==> src/rtl/hazard_ctrl.sv <==
// -----------------------------------------------------------------------------
// hazard_ctrl -- pipeline hazard controller for a 5-stage in-order core.
//
// Resolves three hazard sources, in priority order:
//   1. data memory busy      -> freeze the whole front end (no bubble)
//   2. taken branch/jump     -> flush IF/ID and bubble ID/EX
//   3. load-use dependency   -> hold PC and IF/ID for one cycle, bubble ID/EX
// The stall/flush outputs are combinational so they act in the same cycle.
// A memory-wait watchdog raises a sticky mem_timeout once the memory has been
// busy for TIMEOUT_CYC consecutive cycles.
//
// Parameters:
//   TIMEOUT_CYC          busy cycles before mem_timeout sets (1..511)
//
// Ports:
//   clk                  in   clock, rising edge
//   rst_n                in   asynchronous active-low reset
//   rs1_from_id          in   [4:0] ID-stage source register 1
//   rs2_from_id          in   [4:0] ID-stage source register 2
//   rd_to_ex             in   [4:0] destination register held in ID/EX
//   read_mem_to_ex       in   ID/EX holds a load
//   mem_busy             in   data memory not ready
//   branch_taken_from_ex in   EX resolved a taken branch/jump
//   pc_stall             out  hold PC
//   if_id_stall          out  hold IF/ID and ID/EX contents
//   id_stall_req         out  force ID/EX control fields to bubble
//   if_id_flush          out  clear IF/ID to NOP
//   mem_timeout          out  sticky memory-wait timeout flag
//   stall_cnt            out  [31:0] cycles with pc_stall=1
//                             (only when HAZARD_STALL_CNT_EN is defined)
//
// Build option:
//   HAZARD_STALL_CNT_EN  adds the stall_cnt port and its wrapping 32-bit counter.
// -----------------------------------------------------------------------------
module hazard_ctrl #(
  parameter int TIMEOUT_CYC = 256
) (
  input  logic        clk,
  input  logic        rst_n,
  input  logic [4:0]  rs1_from_id,
  input  logic [4:0]  rs2_from_id,
  input  logic [4:0]  rd_to_ex,
  input  logic        read_mem_to_ex,
  input  logic        mem_busy,
  input  logic        branch_taken_from_ex,
  output logic        pc_stall,
  output logic        if_id_stall,
  output logic        id_stall_req,
  output logic        if_id_flush,
  output logic        mem_timeout
`ifdef HAZARD_STALL_CNT_EN
  ,
  output logic [31:0] stall_cnt
`endif
);

  localparam logic [8:0] TIMEOUT_VAL = 9'(TIMEOUT_CYC);

  typedef enum logic {
    RUN      = 1'b0,
    MEM_WAIT = 1'b1
  } state_t;

  state_t     state;
  logic [8:0] wait_cnt;
  logic [8:0] wait_nxt;
  logic       load_use;

  // Load-use detection and prioritised stall/flush decode.
  always_comb begin
    load_use = read_mem_to_ex & (rd_to_ex != 5'd0) &
               ((rd_to_ex == rs1_from_id) | (rd_to_ex == rs2_from_id));
    pc_stall     = 1'b0;
    if_id_stall  = 1'b0;
    id_stall_req = 1'b0;
    if_id_flush  = 1'b0;
    if (mem_busy) begin
      // Freeze everything; inserting a bubble here would lose the ID/EX instr.
      pc_stall    = 1'b1;
      if_id_stall = 1'b1;
    end else if (branch_taken_from_ex) begin
      // Wrong-path instructions in IF/ID and ID are killed; load_use is moot.
      if_id_flush  = 1'b1;
      id_stall_req = 1'b1;
    end else if (load_use) begin
      // One-cycle stall; the bubble it creates removes the load from ID/EX,
      // so load_use drops by itself next cycle.
      pc_stall     = 1'b1;
      if_id_stall  = 1'b1;
      id_stall_req = 1'b1;
    end else begin
      pc_stall     = 1'b0;
      if_id_stall  = 1'b0;
      id_stall_req = 1'b0;
      if_id_flush  = 1'b0;
    end
  end

  // Next value of the memory-wait counter. The edge that moves RUN->MEM_WAIT
  // already counts as the first wait cycle, so the counter equals the number
  // of consecutive busy cycles and hits TIMEOUT_VAL after exactly that many.
  always_comb begin
    wait_nxt = wait_cnt;
    if (mem_busy) begin
      if (wait_cnt != TIMEOUT_VAL) begin
        wait_nxt = wait_cnt + 9'd1;
      end else begin
        wait_nxt = wait_cnt;
      end
    end else if (state == MEM_WAIT) begin
      wait_nxt = 9'd0;
    end else begin
      wait_nxt = wait_cnt;
    end
  end

  // Memory-wait FSM, wait counter and sticky timeout flag.
  always_ff @(posedge clk or negedge rst_n) begin
    if (!rst_n) begin
      state       <= RUN;
      wait_cnt    <= 9'd0;
      mem_timeout <= 1'b0;
    end else begin
      case (state)
        RUN:      state <= mem_busy ? MEM_WAIT : RUN;
        MEM_WAIT: state <= mem_busy ? MEM_WAIT : RUN;
        default:  state <= RUN;
      endcase
      wait_cnt <= wait_nxt;
      if (wait_nxt == TIMEOUT_VAL) begin
        mem_timeout <= 1'b1;
      end
    end
  end

`ifdef HAZARD_STALL_CNT_EN
  // Performance counter of PC-stall cycles; wraps naturally at 2^32.
  always_ff @(posedge clk or negedge rst_n) begin
    if (!rst_n) begin
      stall_cnt <= 32'd0;
    end else if (pc_stall) begin
      stall_cnt <= stall_cnt + 32'd1;
    end
  end
`else
`endif

endmodule

==> config.mk <==
export PLATFORM = sky130hd
export DESIGN_NAME = hazard_ctrl
export DESIGN_NICKNAME = d
export VERILOG_FILES = /design/src/rtl/hazard_ctrl.sv
export SDC_FILE = /design/constraint.sdc
export NUM_CORES = 1
export LEC_CHECK = 0
export ABC_AREA = 1
export BUFFER_PORTS_ARGS = -buffer_cell sky130_fd_sc_hd__buf_2
export CORE_MARGIN = 3
export CORE_UTILIZATION = 50
export DETAILED_ROUTE_END_ITERATION = 12
export PLACE_DENSITY = 0.77
export SLEW_MARGIN = 10
export SYNTH_ARGS = -nofsm -noshare
export SYNTH_HDL_FRONTEND = slang
export SYNTH_SLANG_ARGS = --single-unit
==> constraint.sdc <==
create_clock -name clk -period 2.1 [get_ports clk]
set_clock_uncertainty 0.15 [all_clocks]
set_input_delay 0 -clock clk [delete_from_list [all_inputs] [get_ports clk]]
set_output_delay 0 -clock clk [all_outputs]
set_load 0.01 [all_outputs]
## Word-level counts from Yosys, hierarchy flattened

Index checks and enable logic that the tools add are counted.

| cells by class | value |
|---|---|
| reductions and logical operators | 1 |
| equality and inequality tests | 4 |
| add/subtract/negate cells | 1 |
| bitwise gates (word level) | 3 |
| muxes and demuxes | 11 |

Operators with widths:

| kind | number |
|---|---|
| two-way mux 9 bit | 3 |
| equality test 5 bit | 2 |
| adder 9 x 1 -> 9 bit, second input constant | 1 |
| equality test 9 bit, second input constant | 1 |
| != test 9 bit, second input constant | 1 |
| two-way mux 1 bit | 8 |
| nonzero test 5 bit | 1 |
| AND 1 bit | 2 |
| bitwise OR 1 bit | 1 |

| storage, ports and cells | value |
|---|---|
| output and inout port bits | 5 |
| word-level logic and storage cells | 23 |
| register bits after elaboration | 11 |

## Longest topological paths before layout

| logic depth | value |
|---|---|
| depth in word-level cells | 6 |
| gate-level depth with buffers | 11 |
| mapped depth without buffers | 11 |

## Worst setup path after synthesis

Ideal clock, no wire load.

| timing path | value |
|---|---|
| path type | register to register |
| from | register wait_cnt[0] |
| to | register mem_timeout |
| data arrival time | 1,245 ps |
| cell stages (with the launch flop) | 12 |
| period minus slack after synthesis | 1,513 ps |
| path slack | 587 ps |
| cells stage by stage | dfrtp_1 > inv_1 > ha_1 > nand2_1 > nor2_1 > nand3_1 > nand2_1 > nand2_1 > nand2_1 > inv_1 > nand4_1 > nand2_1 |

| on the way | value |
|---|---|
| cells in the longest elaborated chain, start to end | 4 |
| elaborated cells between the ends (all ways) | 6 |
| those cells by class | 1 x add/sub; 2 x eq/ne; 3 x mux |

RTL lines:

| what | RTL line | text |
|---|---|---|
| start, declared | 65 | `logic [8:0] wait_cnt;` |
| start signal, assigned | 129 | `wait_cnt <= wait_nxt;` |
| adder 9 x 1 -> 9 bit or != test 9 bit (tied branches) | 106, 105 |  |
| two-way mux 9 bit | 105 | `if (wait_cnt != TIMEOUT_VAL) begin` |
| two-way mux 9 bit * | 104 | `if (mem_busy) begin` |
| via wait_nxt[0] | 66 | `logic [8:0] wait_nxt;` |
| equality test 9 bit * | 130 | `if (wait_nxt == TIMEOUT_VAL) begin` |
| end signal, assigned | 122 | `mem_timeout <= 1'b0;` |
| end signal, assigned | 131 | `mem_timeout <= 1'b1;` |
| end, declared | 50 | `output logic mem_timeout` |

Mark *: on every way through the listed nets, which the timed path passes. The rest lies on a longest branch.
A chain may end at the register's enable or synchronous reset.

## Worst setup path after layout

Same ends and word-level chain as after synthesis.

==> impl_metrics.csv <==
group,metric,value,unit
layout,fin_util,67.06,%
synthesis,yosys.cell_count.top_type,"nand2_1",
place,placed_cell_area,0.001001,mm2
synthesis,syn-instance-count,137,
critical_path,r2r_slack,0.35,ns
synthesis,synth_edf_count,0,
cts,worstSkewPairLatency,0.27,ns
critical_path,path_cells,"inv_1, ha_1, nand2_1, nor2_1, nand3_1, nand2_1, nand2_1, nand2_1, inv_1, nand4_1, nand2_1",
route,drt_iter0_drc,25,
cts,cts_max_level,1,
place,dp.cells,174,
synthesis,syn_area,880.8,um2
hold_path,min_delay_path_depth,3,
route,routedWlPerCell,11.60,um
sta,final.period_utilization,83.25,%
critical_path,cp_slowest_cell,"dfrtp_1",
place,hpwl,1720,um
hold_path,hold_end,"pc_stall",
synthesis,synthesis.nets,159,
critical_path,cp-start-kind,"register",
floorplanning,start_util,55.87,%
critical_path,r2r-start,"wait_cnt[0]$_DFF_PN0_",
sta,rsz0062_at_grt,"false",
cts,cts_buffers,3,
synthesis,synth-main-ff-cell,"dfrtp_1",
floorplanning,die_w,47.97,um
critical_path,crit_arrival,1.77,ns
sta,final-setup-viol-count,0,
route,drt_pre_antenna_iters,4,
layout,drive_gt1_share,19.39,%
layout,syn2layout_area_growth,20.03,%
pwr,vdd_drop_max,418.1,uV
cts,hold_buffers,3,
sta,fin_crit,1.748,ns
global_route,grt_usage,21.78,%
synthesis,ys_seq_elements,11,
sta,relSlewSlack,66.16,%
synthesis,async_flop_share,100.0,%
route,vias_per_cell,5.315,
sta,fmax,572.0,MHz
layout,nets,188,
place,portBuffers,24,
synthesis,yosysWarnings,0,
cts,cts_setup_buffers,0,
route,wl_met1,934,um
global_route,grt_antenna_before_repair,0,
sta,tns,0,ns
route,dr_wl_met2,1022,um
synthesis,synth.area.top_cells,"dfrtp_1, nand2_1, nand3_1",
hold_path,worst_hold_startpoint,"branch_taken_from_ex",
sta,hold_violations,0,
synthesis,synth_top_area_cell,"dfrtp_1",
floorplanning,die_h,47.97,um
critical_path,path_common_cell,"nand2_1",
cts,clock_path_buffers,2,
critical_path,worstPathMaxFanout,5,
synthesis,syn_area_per_cell,6.430,um2
global_route,grt_pass1_vias,856,
cts,root_buffer,"clkbuf_4",
sta,worst_pin_slew,0.5059,ns
pwr,finalPower,0.5896,mW
cts,clk_pin_slew,0.07,ns
place,place_ws,0.3762,ns
critical_path,slowest_delay,0.42,ns
hold_path,min_path_type,"input pin to primary output",
layout,stdcell_count,181,
layout,fillers,146,
critical_path,crit_type,"register to register",
sta,whs,0.1669,ns
synthesis,ys_types,20,
floorplanning,die-area,0.002301,mm2
critical_path,critPathRequiredTime,2.12,ns
route,drt-total-wl,2100,um
critical_path,worstRegToRegCells,11,
cts,cts_resized,0,
flow_run,drv_cap,0,
route,highest_layer,"met4",
route,met3_wirelength,126,um
synthesis,synth_top_area_share,31.25,%
global_route,grt_pass1_wl,3519,um
sta,drv_slew,0,
sta,setup_ws,0.3517,ns
pwr,powerDensity,557.7,mW/mm2
cts,cts_tree,"built",
floorplanning,core-area,0.001577,mm2
route,drc,0,
floorplanning,io_pins,25,
floorplanning,rows,14,
cts,clock-sinks,11,
critical_path,timing.rr.end,"mem_timeout$_DFFE_PN0N_",
global_route,grt_start_max_net_pins,17,
global_route,overflow,0,
synthesis,seq_area_frac_synth,31.25,%
synthesis,netlist_top_cells_count,"nand2_1, nor2_1, inv_1, nand3_1, dfrtp_1",
critical_path,end_kind,"register",
layout,finalInstanceArea,0.001057,mm2
pwr,leakage,0.5823,nW
outcome,status,"complete, no violations",
route,ant_nets,0,
route,num_vias,962,
place,gp_congestion,0.8780,
layout,antennaDiodeCount,0,
-- flip-flops by register name (all words and copies together), names as in the netlist --
signal and flops:
mem_timeout 1, state 1, wait_cnt 9
-- final cells by class --
cell class	instances	area (um2)	area share (%)
clock buffer	4	26.28	2.485
inverter	19	71.32	6.746
multi-input combinational	104	514.2	48.64
sequential	11	275.3	26.04
tap	16	20.02	1.893
timing repair buffer	27	150.1	14.20
-- how the worst max path moves through the flow --
stage                                from                 endpoint  slack [ns]  cells past startpoint
detailed placement  wait_cnt[0]$_DFF_PN0_  mem_timeout$_DFFE_PN0N_        0.38                     11
CTS                 wait_cnt[0]$_DFF_PN0_  mem_timeout$_DFFE_PN0N_        0.36                     11
finish              wait_cnt[0]$_DFF_PN0_  mem_timeout$_DFFE_PN0N_        0.35                     11
global route        wait_cnt[0]$_DFF_PN0_  mem_timeout$_DFFE_PN0N_        0.24                     11
global placement    wait_cnt[0]$_DFF_PN0_  mem_timeout$_DFFE_PN0N_        0.43                     11
floorplan           wait_cnt[0]$_DFF_PN0_  mem_timeout$_DFFE_PN0N_        0.59                     11
-- routing by layer --
layer / vias up / track usage (%)
li1: 486 / -
met1: 437 / 30.09
met2: 37 / 34.56
met3: 2 / 4.511
met4: 0 / 5.376
met5: - / 0
-- worst max-delay path, delay by kind of cell, from the launching register on --
kind / cells / cell delay [ns]
AND/OR/NAND/NOR: 8 / 0.68
buffers and inverters: 2 / 0.21
flip-flops: 1 / 0.42
adder cells (fa/ha/maj): 1 / 0.20
-- cell usage in the layout, fill, tap and decap left out, drive strengths merged --
| master | synthesis | final |
|---|---|---|
| nand2 | 38 | 38 |
| buf | 3 | 24 |
| nor2 | 19 | 19 |
| inv | 19 | 19 |
| nand3 | 16 | 16 |
| dfrtp | 11 | 11 |
| nor3 | 7 | 7 |
| xor2 | 5 | 5 |
| nand4 | 4 | 4 |
| a21oi | 4 | 4 |
| xnor2 | 4 | 4 |
| clkbuf | 0 | 4 |
| o21ai | 4 | 4 |
| dlygate4sd3 | 0 | 3 |
| ha | 2 | 2 |
| or2 | 1 | 1 |
-- cell families after synthesis --
| group | count (synthesis) | synth area share (%) |
|---|---|---|
| DFF | 11 | 31.25 |
| xor gates and xnor gates | 9 | 8.948 |
| and+or+nand+nor | 85 | 42.05 |
| AOI/OAI and AO/OA | 8 | 4.546 |
| buffers and inverters | 22 | 10.37 |
| adders and majority gates | 2 | 2.840 |
-- where the power goes --
part | internal [mW] | switching, mW | total (mW)
Sequential | 0.231 | 0.0343 | 0.266
Clock | 0.0736 | 0.0771 | 0.151
Combinational | 0.0737 | 0.0996 | 0.173
No activity file was read; power rests on OpenSTA's default activity.
